`config.mk`:
```
export PLATFORM = sky130hd
export DESIGN_NAME = conbus_xn_flat
export DESIGN_NICKNAME = d
export VERILOG_FILES = /design/src/rtl/conbus_pkg.sv /design/src/rtl/conbus_xn_if.sv /design/src/rtl/conbus_rr_arb.sv /design/src/rtl/conbus_xn.sv /design/src/flat_wrapper.sv
export SDC_FILE = /design/constraint.sdc
export NUM_CORES = 1
export LEC_CHECK = 0
export BUFFER_PORTS_ARGS = -buffer_cell sky130_fd_sc_hd__buf_2
export CORE_AREA = 2 2 224 226
export DETAILED_ROUTE_END_ITERATION = 16
export DIE_AREA = 0 0 226 228
export REMOVE_ABC_BUFFERS = 1
export SETUP_SLACK_MARGIN = 0.4
export SLEW_MARGIN = 20
export SYNTH_ARGS = -nofsm -noshare
export SYNTH_HDL_FRONTEND = slang
export SYNTH_HIERARCHICAL = 1
export SYNTH_SLANG_ARGS = --single-unit
export TNS_END_PERCENT = 5
```
`constraint.sdc`:
```
create_clock -name sys_clk -period 3.3 [get_ports sys_clk]
set_input_delay 0.165 -clock sys_clk [delete_from_list [all_inputs] [get_ports sys_clk]]
set_output_delay 0.165 -clock sys_clk [all_outputs]
set_load 0.03 [all_outputs]
```
`src/rtl/conbus_pkg.sv`:
```
// conbus_pkg: shared Wishbone widths, cycle-type codes and index helper for the conbus_xn interconnect.
package conbus_pkg;
    localparam int WB_DW = 32;
    localparam int WB_AW = 32;
    typedef enum logic [2:0] {
        CLASSIC = 3'b000,
        INCR    = 3'b010,
        EOB     = 3'b111
    } cti_e;
    function automatic logic [3:0] onehot2idx(input logic [15:0] oh);
        onehot2idx = '0;
        for (int i = 0; i < 16; i++)
            if (oh[i]) onehot2idx = 4'(i);
    endfunction
endpackage

```
`src/rtl/conbus_xn_if.sv`:
```
// conbus_xn_if: bundle of all master-side and slave-side bus signals of the shared interconnect.
interface conbus_xn_if #(
    parameter int NM = 3,
    parameter int NS = 7
);
    import conbus_pkg::*;
    logic [NM*WB_DW-1:0] m_dat_i;
    logic [NM*WB_AW-1:0] m_adr_i;
    logic [NM*3-1:0]     m_cti_i;
    logic [NM*4-1:0]     m_sel_i;
    logic [NM-1:0]       m_we_i, m_cyc_i, m_stb_i;
    logic [WB_DW-1:0]    m_dat_o;
    logic [NM-1:0]       m_ack_o, m_err_o;
    logic [NS*WB_DW-1:0] s_dat_i;
    logic [NS-1:0]       s_ack_i;
    logic [WB_DW-1:0]    s_dat_o;
    logic [WB_AW-1:0]    s_adr_o;
    logic [2:0]          s_cti_o;
    logic [3:0]          s_sel_o;
    logic                s_we_o;
    logic [NS-1:0]       s_cyc_o, s_stb_o;
    modport con (
        input  m_dat_i, m_adr_i, m_cti_i, m_sel_i, m_we_i, m_cyc_i, m_stb_i, s_dat_i, s_ack_i,
        output m_dat_o, m_ack_o, m_err_o, s_dat_o, s_adr_o, s_cti_o, s_sel_o, s_we_o, s_cyc_o, s_stb_o
    );
    modport master (
        output m_dat_i, m_adr_i, m_cti_i, m_sel_i, m_we_i, m_cyc_i, m_stb_i,
        input  m_dat_o, m_ack_o, m_err_o
    );
    modport slave (
        input  s_dat_o, s_adr_o, s_cti_o, s_sel_o, s_we_o, s_cyc_o, s_stb_o,
        output s_dat_i, s_ack_i
    );
endinterface

```
`src/rtl/conbus_rr_arb.sv`:
```
// conbus_rr_arb: round-robin arbiter; the grant is locked while its owner keeps cyc high.
module conbus_rr_arb
    import conbus_pkg::*;
#(
    parameter int NM = 3
) (
    input  logic          sys_clk,
    input  logic          sys_rst,
    input  logic [NM-1:0] req,
    output logic [NM-1:0] gnt
);
    localparam int IW = NM > 1 ? $clog2(NM) : 1;
    logic [NM-1:0] r_gnt, w_pick;
    logic [IW-1:0] r_last;
    // Scan downwards so the requester right after r_last is the one left standing.
    always_comb begin
        w_pick = '0;
        for (int k = NM; k >= 1; k--)
            if (req[IW'((int'(r_last) + k) % NM)]) begin
                w_pick = '0;
                w_pick[IW'((int'(r_last) + k) % NM)] = 1'b1;
            end
    end
    always_ff @(posedge sys_clk) begin
        if (sys_rst) begin
            r_gnt  <= '0;
            r_last <= IW'(NM - 1);
        end else if (~|(r_gnt & req)) begin
            r_gnt <= w_pick;
            if (|req) r_last <= IW'(onehot2idx(16'(w_pick)));
        end
    end
    assign gnt = r_gnt;
endmodule

```
`src/rtl/conbus_xn.sv`:
```
// conbus_xn: NM-master / NS-slave shared Wishbone bus with round-robin arbitration,
// address decode, unmapped-address error and per-beat ack watchdog.
module conbus_xn
    import conbus_pkg::*;
#(
    parameter int                     NM       = 3,
    parameter int                     NS       = 7,
    parameter int                     S_ADDR_W = 3,
    parameter logic [NS*S_ADDR_W-1:0] S_ADDR   = {3'h6, 3'h5, 3'h4, 3'h3, 3'h2, 3'h1, 3'h0},
    parameter int                     TIMEOUT  = 255,
    parameter int                     TO_W     = 8
) (
    input logic         sys_clk,
    input logic         sys_rst,
    conbus_xn_if.con    bus
);
    logic [NM-1:0]    w_gnt;
    logic [WB_AW-1:0] w_adr;
    logic [WB_DW-1:0] w_dat, w_rdat;
    logic [2:0]       w_cti;
    logic [3:0]       w_sel;
    logic             w_we, w_cyc, w_stb, w_sack, w_fire;
    logic [NS-1:0]    w_hit, w_ssel;
    logic             r_err;
    logic [TO_W-1:0]  r_cnt;

    conbus_rr_arb #(.NM(NM)) u_arb (
        .sys_clk(sys_clk),
        .sys_rst(sys_rst),
        .req    (bus.m_cyc_i),
        .gnt    (w_gnt)
    );

    always_comb begin
        w_adr = '0;
        w_dat = '0;
        w_cti = '0;
        w_sel = '0;
        for (int j = 0; j < NM; j++) begin
            w_adr |= bus.m_adr_i[j*WB_AW +: WB_AW] & {WB_AW{w_gnt[j]}};
            w_dat |= bus.m_dat_i[j*WB_DW +: WB_DW] & {WB_DW{w_gnt[j]}};
            w_cti |= bus.m_cti_i[j*3 +: 3] & {3{w_gnt[j]}};
            w_sel |= bus.m_sel_i[j*4 +: 4] & {4{w_gnt[j]}};
        end
    end
    assign w_we  = |(w_gnt & bus.m_we_i);
    assign w_cyc = |(w_gnt & bus.m_cyc_i);
    assign w_stb = |(w_gnt & bus.m_stb_i);

    // Overlapping match values resolve to the lowest slave index.
    always_comb begin
        w_hit  = '0;
        w_rdat = '0;
        for (int i = 0; i < NS; i++)
            w_hit[i] = w_adr[WB_AW-1 -: S_ADDR_W] == S_ADDR[i*S_ADDR_W +: S_ADDR_W];
        w_ssel = w_cyc ? (w_hit & (~w_hit + NS'(1))) : '0;
        for (int i = 0; i < NS; i++)
            w_rdat |= bus.s_dat_i[i*WB_DW +: WB_DW] & {WB_DW{w_ssel[i]}};
    end
    assign w_sack = |(bus.s_ack_i & w_ssel);
    assign w_fire = (TIMEOUT != 0) && (r_cnt == TO_W'(TIMEOUT));

    assign bus.s_adr_o = w_adr;
    assign bus.s_dat_o = w_dat;
    assign bus.s_cti_o = w_cti;
    assign bus.s_sel_o = w_sel;
    assign bus.s_we_o  = w_we;
    assign bus.s_cyc_o = w_ssel;
    assign bus.s_stb_o = w_ssel & {NS{w_stb & ~w_fire}};
    assign bus.m_dat_o = w_rdat;
    assign bus.m_ack_o = w_gnt & {NM{w_sack & ~w_fire}};
    assign bus.m_err_o = w_gnt & {NM{r_err | w_fire}};

    // A grant only moves after its owner drops cyc, so clearing on idle also covers owner changes.
    always_ff @(posedge sys_clk) begin
        if (sys_rst) begin
            r_err <= 1'b0;
            r_cnt <= '0;
        end else begin
            r_err <= w_cyc & w_stb & ~|w_hit & ~r_err;
            r_cnt <= (TIMEOUT != 0 && w_stb && |w_ssel && !w_sack && !w_fire) ? r_cnt + TO_W'(1) : '0;
        end
    end
endmodule

```
`src/flat_wrapper.sv`:
```
// flat-port wrapper written by rule: the top's interface ports become plain ports
module conbus_xn_flat import conbus_pkg::*;
#(
    parameter int                     NM       = 3,
    parameter int                     NS       = 7,
    parameter int                     S_ADDR_W = 3,
    parameter logic [NS*S_ADDR_W-1:0] S_ADDR   = {3'h6, 3'h5, 3'h4, 3'h3, 3'h2, 3'h1, 3'h0},
    parameter int                     TIMEOUT  = 255,
    parameter int                     TO_W     = 8
)
  (sys_clk, sys_rst, bus_m_dat_i, bus_m_adr_i, bus_m_cti_i, bus_m_sel_i, bus_m_we_i, bus_m_cyc_i, bus_m_stb_i, bus_s_dat_i, bus_s_ack_i, bus_m_dat_o, bus_m_ack_o, bus_m_err_o, bus_s_dat_o, bus_s_adr_o, bus_s_cti_o, bus_s_sel_o, bus_s_we_o, bus_s_cyc_o, bus_s_stb_o);
  conbus_xn_if #(.NM(NM), .NS(NS)) bus_i ();
  input logic sys_clk;
  input logic sys_rst;
  input wire logic [$bits(bus_i.m_dat_i)-1:0] bus_m_dat_i;
  input wire logic [$bits(bus_i.m_adr_i)-1:0] bus_m_adr_i;
  input wire logic [$bits(bus_i.m_cti_i)-1:0] bus_m_cti_i;
  input wire logic [$bits(bus_i.m_sel_i)-1:0] bus_m_sel_i;
  input wire logic [$bits(bus_i.m_we_i)-1:0] bus_m_we_i;
  input wire logic [$bits(bus_i.m_cyc_i)-1:0] bus_m_cyc_i;
  input wire logic [$bits(bus_i.m_stb_i)-1:0] bus_m_stb_i;
  input wire logic [$bits(bus_i.s_dat_i)-1:0] bus_s_dat_i;
  input wire logic [$bits(bus_i.s_ack_i)-1:0] bus_s_ack_i;
  output wire logic [$bits(bus_i.m_dat_o)-1:0] bus_m_dat_o;
  output wire logic [$bits(bus_i.m_ack_o)-1:0] bus_m_ack_o;
  output wire logic [$bits(bus_i.m_err_o)-1:0] bus_m_err_o;
  output wire logic [$bits(bus_i.s_dat_o)-1:0] bus_s_dat_o;
  output wire logic [$bits(bus_i.s_adr_o)-1:0] bus_s_adr_o;
  output wire logic [$bits(bus_i.s_cti_o)-1:0] bus_s_cti_o;
  output wire logic [$bits(bus_i.s_sel_o)-1:0] bus_s_sel_o;
  output wire logic [$bits(bus_i.s_we_o)-1:0] bus_s_we_o;
  output wire logic [$bits(bus_i.s_cyc_o)-1:0] bus_s_cyc_o;
  output wire logic [$bits(bus_i.s_stb_o)-1:0] bus_s_stb_o;
  assign bus_i.m_dat_i = bus_m_dat_i;
  assign bus_i.m_adr_i = bus_m_adr_i;
  assign bus_i.m_cti_i = bus_m_cti_i;
  assign bus_i.m_sel_i = bus_m_sel_i;
  assign bus_i.m_we_i = bus_m_we_i;
  assign bus_i.m_cyc_i = bus_m_cyc_i;
  assign bus_i.m_stb_i = bus_m_stb_i;
  assign bus_i.s_dat_i = bus_s_dat_i;
  assign bus_i.s_ack_i = bus_s_ack_i;
  assign bus_m_dat_o = bus_i.m_dat_o;
  assign bus_m_ack_o = bus_i.m_ack_o;
  assign bus_m_err_o = bus_i.m_err_o;
  assign bus_s_dat_o = bus_i.s_dat_o;
  assign bus_s_adr_o = bus_i.s_adr_o;
  assign bus_s_cti_o = bus_i.s_cti_o;
  assign bus_s_sel_o = bus_i.s_sel_o;
  assign bus_s_we_o = bus_i.s_we_o;
  assign bus_s_cyc_o = bus_i.s_cyc_o;
  assign bus_s_stb_o = bus_i.s_stb_o;
  conbus_xn #(.NM(NM), .NS(NS), .S_ADDR_W(S_ADDR_W), .S_ADDR(S_ADDR), .TIMEOUT(TIMEOUT), .TO_W(TO_W)) u_core (.sys_clk(sys_clk), .sys_rst(sys_rst), .bus(bus_i));
endmodule
```
After elaboration in Yosys (flattened, before gate mapping):

Index checks and enable logic that the tools add are counted.

* logic and storage cells: 117
* register bits: 14

* reduce and logical (&&, ||, !) cells: 19
* magnitude comparators: 6
* divide/modulo/power cells: 3
* muxes and demuxes: 21
* equal/unequal tests: 7
* $add $sub $neg: 5
* bitwise gates (word level): 52

Operators with widths (count)
* $and A32 B32 Y32: 13
* $or A32 B32 Y32: 10
* $mod A32 B3 Y32 const B: 3
* $and A3 B3 Y3: 8
* $and A7 B7 Y7: 3
* $reduce_or A7 Y1: 3
* $and A4 B4 Y4: 3
* $lt A2 B4 Y1 const B: 3
* $reduce_or A3 Y1: 4
* $mux W1: 10
* $eq A3 B3 Y1 const B: 3
* $mux W3: 3
* $add A8 B1 Y8 const B: 1
* $eq A8 B8 Y1 const B: 1
* $or A4 B4 Y4: 2
* $add A7 B1 Y7 const B: 1
* $mux W7: 1
* $not A7 Y7: 1
* $add A2 B2 Y3 const B: 2
* $bmux W1 S2: 3
* $demux W1 S2: 3
* $eq A3 B2 Y1 const B: 2
* $ge A2 B1 Y1 const B: 3
* $logic_and A1 B1 Y1: 6
* 11 further kinds: 21

Logic depth before layout (Yosys ltp):

Gate-level depths: netlist of the first run.

* depth in word-level cells: 15
* mapped depth: 8
* mapped depth without buffers: 7

Cells and area by module:

The synthesis of the first run kept the hierarchy.

By module, submodules not included
* conbus_xn: times used 1, cells each 402, seq. area each 180.2 µm², area each 2909.0 µm²
* conbus_rr_arb: times used 1, cells each 51, seq. area each 100.1 µm², area each 405.4 µm²

Worst setup path before layout of the first run:

Ideal clock, no wire load.

* path kind: reg2out
* from: register u_core.u_arb.r_gnt[2], in the netlist u_core/u_arb/gnt[2]
* to: output bus_s_stb_o[5]
* data arrival time: 2.326 ns
* setup slack: 0.809 ns
* cell stages (with the launch flop): 7
* data required time: 3.135 ns
* path through: dfxtp_1 buf_2 a222oi_1 nor4b_2 clkbuf_1 inv_1 nor2_1

* longest elaborated chain between the ends: 8

Ends and longest elaborated chain
* start: declaration: line conbus_rr_arb.sv:13 `logic [NM-1:0] r_gnt, w_pick;`
* start signal: assignment: line conbus_rr_arb.sv:29 `r_gnt <= w_pick;`
* $and A32 B32 Y32: line conbus_xn.sv:40 `w_adr |= bus.m_adr_i[j*WB_AW +: WB_AW] & {WB_AW{w_gnt[j]}};`
* $or A32 B32 Y32: line conbus_xn.sv:40
* $eq A3 B1 Y1, or another cell as far along: line conbus_xn.sv:55 `w_hit[i] = w_adr[WB_AW-1 -: S_ADDR_W] == S_ADDR[i*S_ADDR_W +: S_ADDR_W];`
* $not A7 Y7: line conbus_xn.sv:56 `w_ssel = w_cyc ? (w_hit & (~w_hit + NS'(1))) : '0;`
* $add A7 B1 Y7: line conbus_xn.sv:56
* $and A7 B7 Y7: line conbus_xn.sv:56
* $mux W7 *: line conbus_xn.sv:56
* net bus_s_cyc_o[5]: line flat_wrapper.sv:32 `output wire logic [$bits(bus_i.s_cyc_o)-1:0] bus_s_cyc_o;`
* $and A7 B7 Y7 *: line conbus_xn.sv:69 `assign bus.s_stb_o = w_ssel & {NS{w_stb & ~w_fire}};`
* end: declaration: line flat_wrapper.sv:33 `output wire logic [$bits(bus_i.s_stb_o)-1:0] bus_s_stb_o;`

Mark *: on every way through the listed nets, which the timed path passes. The rest lies on a longest branch.

Final worst setup path of the first run:

* from: register u_core.u_arb.r_gnt[2], in the netlist u_core/u_arb/gnt[2]
* to: output bus_m_dat_o[29]

* longest elaborated chain between the ends: 14

Ends and longest elaborated chain
* $and A32 B32 Y32: line conbus_xn.sv:40
* $or A32 B32 Y32: line conbus_xn.sv:40
* $eq A3 B1 Y1 or $logic_not A3 Y1 (tied branches): line conbus_xn.sv:55
* $not A7 Y7: line conbus_xn.sv:56
* $add A7 B1 Y7: line conbus_xn.sv:56
* $and A7 B7 Y7: line conbus_xn.sv:56
* $mux W7 *: line conbus_xn.sv:56
* $and A32 B32 Y32: line conbus_xn.sv:58 `w_rdat |= bus.s_dat_i[i*WB_DW +: WB_DW] & {WB_DW{w_ssel[i]}};`
* $or A32 B32 Y32 (5 in series): line conbus_xn.sv:58
* $or A32 B32 Y32 *: line conbus_xn.sv:58
* end: declaration: line flat_wrapper.sv:24 `output wire logic [$bits(bus_i.m_dat_o)-1:0] bus_m_dat_o;`

Every way passes the cells marked *; elsewhere a longest branch is shown, timed or not.

==> results of run 1 <==
cells by family (layout without fill, tap and decap cells):
family / after synthesis / in the layout
xor+xnor: 6 / 6
other cells: 0 / 15
fa+ha+maj: 5 / 5
compound gates: 198 / 198
mux: 3 / 3
simple gates: 87 / 87
buf+inv: 140 / 707
flops: 14 / 14
sequential cells by signal, summed over array words and instances, names as in the netlist:
register / flops
u_core/r_cnt: 8
u_core/u_arb/gnt: 3
u_core/u_arb/r_last: 2
u_core/r_err: 1
power groups by stage:
| stage | combinational [mW] | sequential (mW) | clock, mW |
|---|---|---|---|
| 2_1_floorplan | 2.19 | 0.357 | 0 |
| 3_3_place_gp | 4.11 | 0.221 | 0 |
| 3_5_place_dp | 4.10 | 0.225 | 0 |
| 4_1_cts | 4.21 | 0.222 | 0.270 |
| 5_1_grt | 4.46 | 0.225 | 0.281 |
| 6_report | 4.20 | 0.223 | 0.263 |
stage by stage:
step | total power, mW | cells | utilization, %
after global placement | 4.33 | 1669 | 14.2
final | 4.69 | 1707 | 15.0
after global routing | 4.96 | 1705 | 14.9
after floorplan | 2.55 | 397 | -
after CTS | 4.70 | 1681 | 14.6
after detailed placement | 4.33 | 1669 | 14.2
final timing paths:
kind / start / depth (start not counted) / end / slack (ns)
worst max-delay path: u_core/u_arb/gnt[2] / 8 / bus_m_dat_o[29] / 0.29
worst min register to register: u_core/r_cnt[0] / 1 / u_core/r_cnt[0] / 0.49
worst max register to register: u_core/u_arb/gnt[2] / 6 / u_core/r_cnt[5] / 0.69
worst min-delay path: sys_rst / 2 / u_core/u_arb/gnt[2] / 0.23
critical path: cells and delay by family (launching register included):
kind | cells | cell delay, ns
flops | 1 | 0.36
simple gates | 2 | 0.19
compound gates | 2 | 1.22
buf+inv | 4 | 0.79
final cells by class:
type	instances	area (um^2)	area share, %
Tap cell	672	841	11.4
Clock buffer	4	88.8	1.20
Sequential cell	14	292	3.95
Antenna cell	15	37.5	0.508
Multi-Input combinational cell	299	2500	33.9
Timing Repair Buffer	619	3310	44.8
Inverter	84	315	4.27
routing by layer:
layer	GRT usage, %	up-vias	share of wire, %
li1	-	3068	-
met1	16.8	3288	37
met2	31.0	526	52
met3	3.31	118	8.5
met4	2.94	24	3.0
met5	0	-	0.37
cell usage in the layout (no fill, tap or decap), types with 5 or more instances in the layout:
master and instances:
a222oi_1 106, a22oi_1 63, buf_12 6, buf_2 577, buf_4 31, dfxtp_1 11, diode_2 15, ha_1 5
inv_1 84, nand2_1 6, nand3_1 35, nor2_1 9, nor2b_1 5, nor4_1 8
timing repair:
item                                    in CTS  in global routing
pin swaps                                    3                  4
endpoints found under the setup margin      42                 35
hold endpoints to repair                     0                  0
setup buffers                                8                 10
cloned                                       0                  1
resized for setup                            6                  7
==> flow_results.xml, run 1 <==
<?xml version="1.0" encoding="UTF-8"?>
<metrics>
  <group name="outcome">
    <metric name="run_status" unit="">complete, no violations</metric>
  </group>
  <group name="synth">
    <metric name="mappedNetlistArea" unit="um^2">3310</metric>
    <metric name="yosys_register_bits" unit="">14</metric>
    <metric name="post_synth_mux_area_share" unit="%">1.02</metric>
    <metric name="postSynthCellCount" unit="">453</metric>
    <metric name="cell_with_the_most_instances_after_synthesis" unit="">a222oi_1</metric>
    <metric name="synthTopCellsByCount" unit="">a222oi_1 (106), inv_1 (84), a22oi_1 (65)</metric>
    <metric name="synth_xor_xnor_area_share" unit="%">1.59</metric>
    <metric name="number_of_flops_mapped_to_enable_cells_by_yosys" unit="">0</metric>
    <metric name="yosys.cell_types.count" unit="">52</metric>
    <metric name="yosys_warnings" unit="">6</metric>
    <metric name="synth_compound_gate_area_share" unit="%">53.5</metric>
    <metric name="yosys.area_share.simple" unit="%">16.2</metric>
    <metric name="synth_top_family_by_area" unit="">compound AO/OA/AOI/OAI gates</metric>
    <metric name="yosysSeqAreaShare" unit="%">8.46</metric>
    <metric name="yosys_top_cell_by_area" unit="">a222oi_1</metric>
    <metric name="syn-mean-instance-area" unit="um^2">7.32</metric>
    <metric name="synth-async-reset-ratio" unit="%">0</metric>
    <metric name="synthDominantCellAreaShare" unit="%">32.0</metric>
    <metric name="synth_adder_area_share" unit="%">1.89</metric>
    <metric name="ys.flop_type" unit="">dfxtp_1</metric>
    <metric name="yosys-top-cells-area" unit="">a222oi_1 (32%), a22oi_1 (15%), inv_1 (9.5%), dfxtp_1 (8.5%), nand3_1 (5.3%)</metric>
  </group>
  <group name="setup_path">
    <metric name="timing_worst_setup_path_type" unit="">flop to output port</metric>
    <metric name="critical-path-slowest-cell" unit="">a222oi_1</metric>
    <metric name="cpPeakStageDelay" unit="ns">0.65</metric>
    <metric name="crit_path_max_fanout" unit="">33</metric>
    <metric name="critical_path.cell_chain" unit="">a222oi_1 &gt; buf_4 &gt; buf_4 &gt; nor4b_4 &gt; buf_12 &gt; a222oi_1 &gt; nand3_1 &gt; buf_2</metric>
    <metric name="critPathLaunchType" unit="">flop</metric>
    <metric name="required_time_of_the_critical_path" unit="ns">3.13</metric>
    <metric name="crit_arrival" unit="ns">2.85</metric>
    <metric name="setup.worst_path.end_class" unit="">output port</metric>
  </group>
  <group name="floorplanning">
    <metric name="floorplan.initialDensity" unit="%">6.72</metric>
    <metric name="die-height" unit="um">228</metric>
    <metric name="io_pins" unit="">579</metric>
    <metric name="area_enclosed_by_the_die_boundary" unit="um^2">51500</metric>
    <metric name="core_region_area" unit="um^2">49300</metric>
    <metric name="num_rows" unit="">82</metric>
    <metric name="die_w" unit="um">226</metric>
  </group>
  <group name="clock_network">
    <metric name="clock_latency" unit="ns">0.25</metric>
    <metric name="cts_sinks" unit="">14</metric>
    <metric name="cts-buffers-inserted" unit="">3</metric>
    <metric name="cts-root-buf" unit="">clkbuf_16</metric>
    <metric name="clk_pin_slew" unit="ns">0.05</metric>
    <metric name="cts-htree-levels" unit="">1</metric>
    <metric name="clock_path_buffers" unit="">2</metric>
    <metric name="cts_tree" unit="">yes</metric>
    <metric name="post_cts_hold_buffer_count" unit="">0</metric>
  </group>
  <group name="place">
    <metric name="detailed_place.area" unit="um^2">7010</metric>
    <metric name="detailedPlacementHpwl" unit="mm">37.8</metric>
    <metric name="numPortBuffers" unit="">578</metric>
    <metric name="pre_cts_slack" unit="ns">0.197</metric>
    <metric name="gp_routability_congestion" unit="">0.901</metric>
  </group>
  <group name="final_layout">
    <metric name="nNetsFinal" unit="">1481</metric>
    <metric name="drive_above_1_share" unit="%">62.8</metric>
    <metric name="area_growth" unit="%">123</metric>
    <metric name="postLayoutCellArea" unit="um^2">7380</metric>
    <metric name="fill_cell_total_of_the_finished_layout" unit="">5819</metric>
  </group>
  <group name="timing">
    <metric name="setup-tns-final" unit="ns">0</metric>
    <metric name="timing_worst_slew_pin_value" unit="ns">0.891</metric>
    <metric name="max_freq" unit="GHz">0.332</metric>
    <metric name="setup_ws" unit="ns">0.286</metric>
    <metric name="grt_setup_unrepaired" unit="">true</metric>
    <metric name="final_hold_viol_count" unit="">0</metric>
    <metric name="relative_slew_slack" unit="%">40.6</metric>
    <metric name="whs" unit="ns">0.227</metric>
    <metric name="final.period_utilization" unit="%">91.3</metric>
    <metric name="setup_violations" unit="">0</metric>
    <metric name="timing_max_transition_violations_final" unit="">0</metric>
    <metric name="clock-skew-final" unit="ns">0.00366</metric>
    <metric name="period_minus_ws_final" unit="ns">3.01</metric>
  </group>
  <group name="global_routing">
    <metric name="first_global_vias" unit="">6787</metric>
    <metric name="grt_max_degree" unit="">75</metric>
    <metric name="first_pass_grt_wire_length" unit="mm">55.4</metric>
    <metric name="grt_usage" unit="%">15.7</metric>
    <metric name="antenna_found_initial" unit="">57</metric>
    <metric name="grt_overflow" unit="">0</metric>
  </group>
  <group name="flow_run">
    <metric name="max_cap_viol_count" unit="">0</metric>
  </group>
  <group name="pwr">
    <metric name="irDropWorstVdd" unit="uV">231</metric>
    <metric name="pwr-share-clk" unit="%">5.6</metric>
    <metric name="pwr_density_cell" unit="nW/um^2">635</metric>
    <metric name="netSwitchingPower" unit="mW">2.95</metric>
    <metric name="pwr-share-comb" unit="%">89.6</metric>
    <metric name="cellLeakagePower" unit="nW">4.20</metric>
    <metric name="switching_part_of_the_total" unit="%">62.9</metric>
    <metric name="power.internal" unit="mW">1.74</metric>
    <metric name="seq_power_share" unit="%">4.8</metric>
  </group>
  <group name="drt">
    <metric name="route.detailed.drc" unit="">0</metric>
    <metric name="via_per_inst" unit="">4.11</metric>
    <metric name="ant_nets" unit="">0</metric>
    <metric name="route.final.wire_length" unit="mm">43.5</metric>
    <metric name="drt_iter0_drc" unit="">731</metric>
    <metric name="detailroute.via_count" unit="">7024</metric>
    <metric name="wl_per_cell" unit="um">25.5</metric>
    <metric name="drt_pre_antenna_iters" unit="">8</metric>
  </group>
  <group name="min_path">
    <metric name="hp-class" unit="">input pin to flop</metric>
  </group>
</metrics>
Power figures use the tool's default switching activity.
==> run 2, diff against run 1 <==
--- a/config.mk
+++ b/config.mk
@@ -5,10 +5,12 @@
 export SDC_FILE = /design/constraint.sdc
 export NUM_CORES = 1
 export LEC_CHECK = 0
-export BUFFER_PORTS_ARGS = -buffer_cell sky130_fd_sc_hd__buf_2
+export CAP_MARGIN = 20
 export CORE_AREA = 2 2 224 226
 export DETAILED_ROUTE_END_ITERATION = 16
 export DIE_AREA = 0 0 226 228
+export DONT_BUFFER_PORTS = 1
+export RECOVER_POWER = 25
 export REMOVE_ABC_BUFFERS = 1
 export SETUP_SLACK_MARGIN = 0.4
 export SLEW_MARGIN = 20
==> run 2 against run 1 <==
- via count down 28%
- first-iteration DRC count down 3.4%
- utilization down 5.2 points
- routed wire length down 0.82%
- die area unchanged
- sequential cell count unchanged
- sequential power up 27%
- global-route usage down 0.29 points
- sequential share of layout area up 2.1 points
- critical path type unchanged
- largest cell class is now multi-input combinational cells
==> flow_results.xml, run 2 (synthesized netlist as in run 1, its figures left out) <==
<?xml version="1.0" encoding="UTF-8"?>
<metrics>
  <group name="outcome">
    <metric name="run_status" unit="">complete, no violations</metric>
  </group>
  <group name="global_routing">
    <metric name="grt_overflow" unit="">0</metric>
    <metric name="grt_usage" unit="%">15.4</metric>
    <metric name="first_global_vias" unit="">4854</metric>
    <metric name="first_pass_grt_wire_length" unit="mm">51.1</metric>
    <metric name="grt_max_degree" unit="">58</metric>
    <metric name="antenna_found_initial" unit="">34</metric>
  </group>
  <group name="final_layout">
    <metric name="commonest_non_fill_non_tap_cell_in_the_layout" unit="">a222oi_1</metric>
    <metric name="postLayoutCellArea" unit="um^2">4810</metric>
    <metric name="fill_cell_total_of_the_finished_layout" unit="">5721</metric>
    <metric name="largest_register_ff_count" unit="">8</metric>
    <metric name="drive_above_1_share" unit="%">17.0</metric>
    <metric name="max_flop_register" unit="">u_core/r_cnt</metric>
    <metric name="final_cell_mix" unit="">a222oi_1 (106), inv_1 (84), a22oi_1 (65), buf_4 (40), nand3_1 (35)</metric>
    <metric name="nNetsFinal" unit="">927</metric>
    <metric name="area_growth" unit="%">45.0</metric>
  </group>
  <group name="timing">
    <metric name="timing_worst_slew_pin_value" unit="ns">1.12</metric>
    <metric name="clock-skew-final" unit="ns">0.00163</metric>
    <metric name="grt_setup_unrepaired" unit="">false</metric>
    <metric name="final.period_utilization" unit="%">84.1</metric>
    <metric name="setup_violations" unit="">0</metric>
    <metric name="max_freq" unit="GHz">0.360</metric>
    <metric name="final_hold_viol_count" unit="">0</metric>
    <metric name="whs" unit="ns">0.0154</metric>
    <metric name="period_minus_ws_final" unit="ns">2.77</metric>
    <metric name="relative_slew_slack" unit="%">25.6</metric>
    <metric name="timing_max_transition_violations_final" unit="">0</metric>
  </group>
  <group name="place">
    <metric name="gp_routability_congestion" unit="">0.932</metric>
    <metric name="detailed_place.area" unit="um^2">4640</metric>
    <metric name="detailedPlacementHpwl" unit="mm">38.6</metric>
    <metric name="numPortBuffers" unit="">0</metric>
  </group>
  <group name="drt">
    <metric name="ant_nets" unit="">0</metric>
    <metric name="wl_per_cell" unit="um">37.6</metric>
    <metric name="wl_on_met1" unit="mm">14.7</metric>
    <metric name="detailroute.wirelength.met3" unit="mm">3.87</metric>
    <metric name="route.final.wire_length" unit="mm">43.1</metric>
    <metric name="detailroute.via_count" unit="">5060</metric>
    <metric name="drt_pre_antenna_iters" unit="">8</metric>
    <metric name="via_per_inst" unit="">4.41</metric>
    <metric name="drt_iter0_drc" unit="">706</metric>
    <metric name="highest_layer" unit="">met5</metric>
    <metric name="met2_wirelength" unit="mm">22.1</metric>
    <metric name="route.detailed.drc" unit="">0</metric>
  </group>
  <group name="pwr">
    <metric name="design_power_total" unit="mW">4.25</metric>
    <metric name="pwr_density_cell" unit="nW/um^2">884</metric>
    <metric name="cellLeakagePower" unit="nW">1.93</metric>
    <metric name="irDropWorstVdd" unit="uV">298</metric>
  </group>
  <group name="clock_network">
    <metric name="cts-root-buf" unit="">clkbuf_16</metric>
    <metric name="cts-buffers-inserted" unit="">3</metric>
    <metric name="clk_pin_slew" unit="ns">0.05</metric>
    <metric name="cts_tree" unit="">yes</metric>
    <metric name="cts_sinks" unit="">14</metric>
    <metric name="clock_path_buffers" unit="">2</metric>
    <metric name="clock_latency" unit="ns">0.24</metric>
    <metric name="cts-htree-levels" unit="">1</metric>
  </group>
  <group name="setup_path">
    <metric name="timing_worst_setup_path_type" unit="">flop to output port</metric>
    <metric name="critPathLaunchType" unit="">flop</metric>
    <metric name="required_time_of_the_critical_path" unit="ns">3.13</metric>
    <metric name="setup.worst_path.end_class" unit="">output port</metric>
    <metric name="crit_path_max_fanout" unit="">33</metric>
    <metric name="crit_arrival" unit="ns">2.61</metric>
  </group>
  <group name="floorplanning">
    <metric name="io_pins" unit="">579</metric>
    <metric name="floorplan.initialDensity" unit="%">6.72</metric>
    <metric name="die-height" unit="um">228</metric>
    <metric name="die_w" unit="um">226</metric>
    <metric name="core_region_area" unit="um^2">49300</metric>
    <metric name="area_enclosed_by_the_die_boundary" unit="um^2">51500</metric>
    <metric name="num_rows" unit="">82</metric>
  </group>
  <group name="flow_run">
    <metric name="max_cap_viol_count" unit="">0</metric>
  </group>
  <group name="min_path">
    <metric name="hp-class" unit="">input pin to flop</metric>
  </group>
</metrics>
run 2: changes by cell type in the layout (fill, tap and decap cells not counted), moves of 2 or more:
cell	before	now
buf_12	6	21
a32o_1	0	2
a22oi_1	63	65
buf_4	31	40
a22oi_2	2	0
buf_6	3	0
a32o_2	2	0
diode_2	15	10
buf_2	577	0
run 2: worst paths after layout:
| check | from | endpoint | slack (ns) | depth (start not counted) |
|---|---|---|---|---|
| max | u_core/u_arb/gnt[0] | bus_m_dat_o[29] | 0.53 | 9 |
| min | sys_rst | u_core/u_arb/gnt[0] | 0.02 | 1 |
| max reg2reg | u_core/u_arb/gnt[0] | u_core/r_cnt[1] | 0.91 | 5 |
| min reg2reg | u_core/r_err | u_core/r_err | 0.50 | 1 |
run 2: cell type report:
type	instances	area, um^2	area share, %
Tap cell	672	841	17.5
Sequential cell	14	292	6.07
Clock inverter	1	3.75	0.0781
Timing Repair Buffer	65	772	16.1
Multi-Input combinational cell	299	2480	51.7
Antenna cell	10	25.0	0.521
Clock buffer	3	75.1	1.56
Inverter	84	315	6.56
run 2: timing repair:
item	CTS	global route
cloned	0	0
endpoints found under the hold margin	2	0
setup buffers	5	1
endpoints found under the setup margin	24	5
pin swaps	1	4
gates resized for setup	2	1
hold buffers	1	0
run 2: layer usage:
metal	vias up	global-route usage (%)
met1	2399	15.6
met5	-	0
met2	549	29.5
met3	131	3.75
li1	1959	-
met4	22	6.46
run 2: through the flow:
| step | utilization [%] | cells | worst slack [ns] | setup TNS [ns] |
|---|---|---|---|---|
| final | 9.74 | 1148 | 0.526 | 0 |
| after global routing | 9.73 | 1146 | 0.381 | 0 |
| after CTS | 9.67 | 1137 | 0.477 | 0 |
| after detailed placement | 9.40 | 1127 | 0.507 | 0 |
| after global placement | 9.40 | 1127 | 0.590 | 0 |
| after floorplan | - | 397 | -3.39 | -135.06 |
run 2: critical path: stages, from the launching register on:
cell and delay (ns):
dfxtp_4 0.42, a222oi_1 0.34, buf_4 0.18, buf_4 0.13, buf_4 0.12, nor4b_4 0.05, buf_12 0.17, a222oi_1 0.47
nand3_1 0.23, buf_12 0.20
run 2: report_power, final:
part	internal, mW	switching, mW
combinational	1.10	2.64
sequential	0.197	0.0869
clock	0.160	0.0685
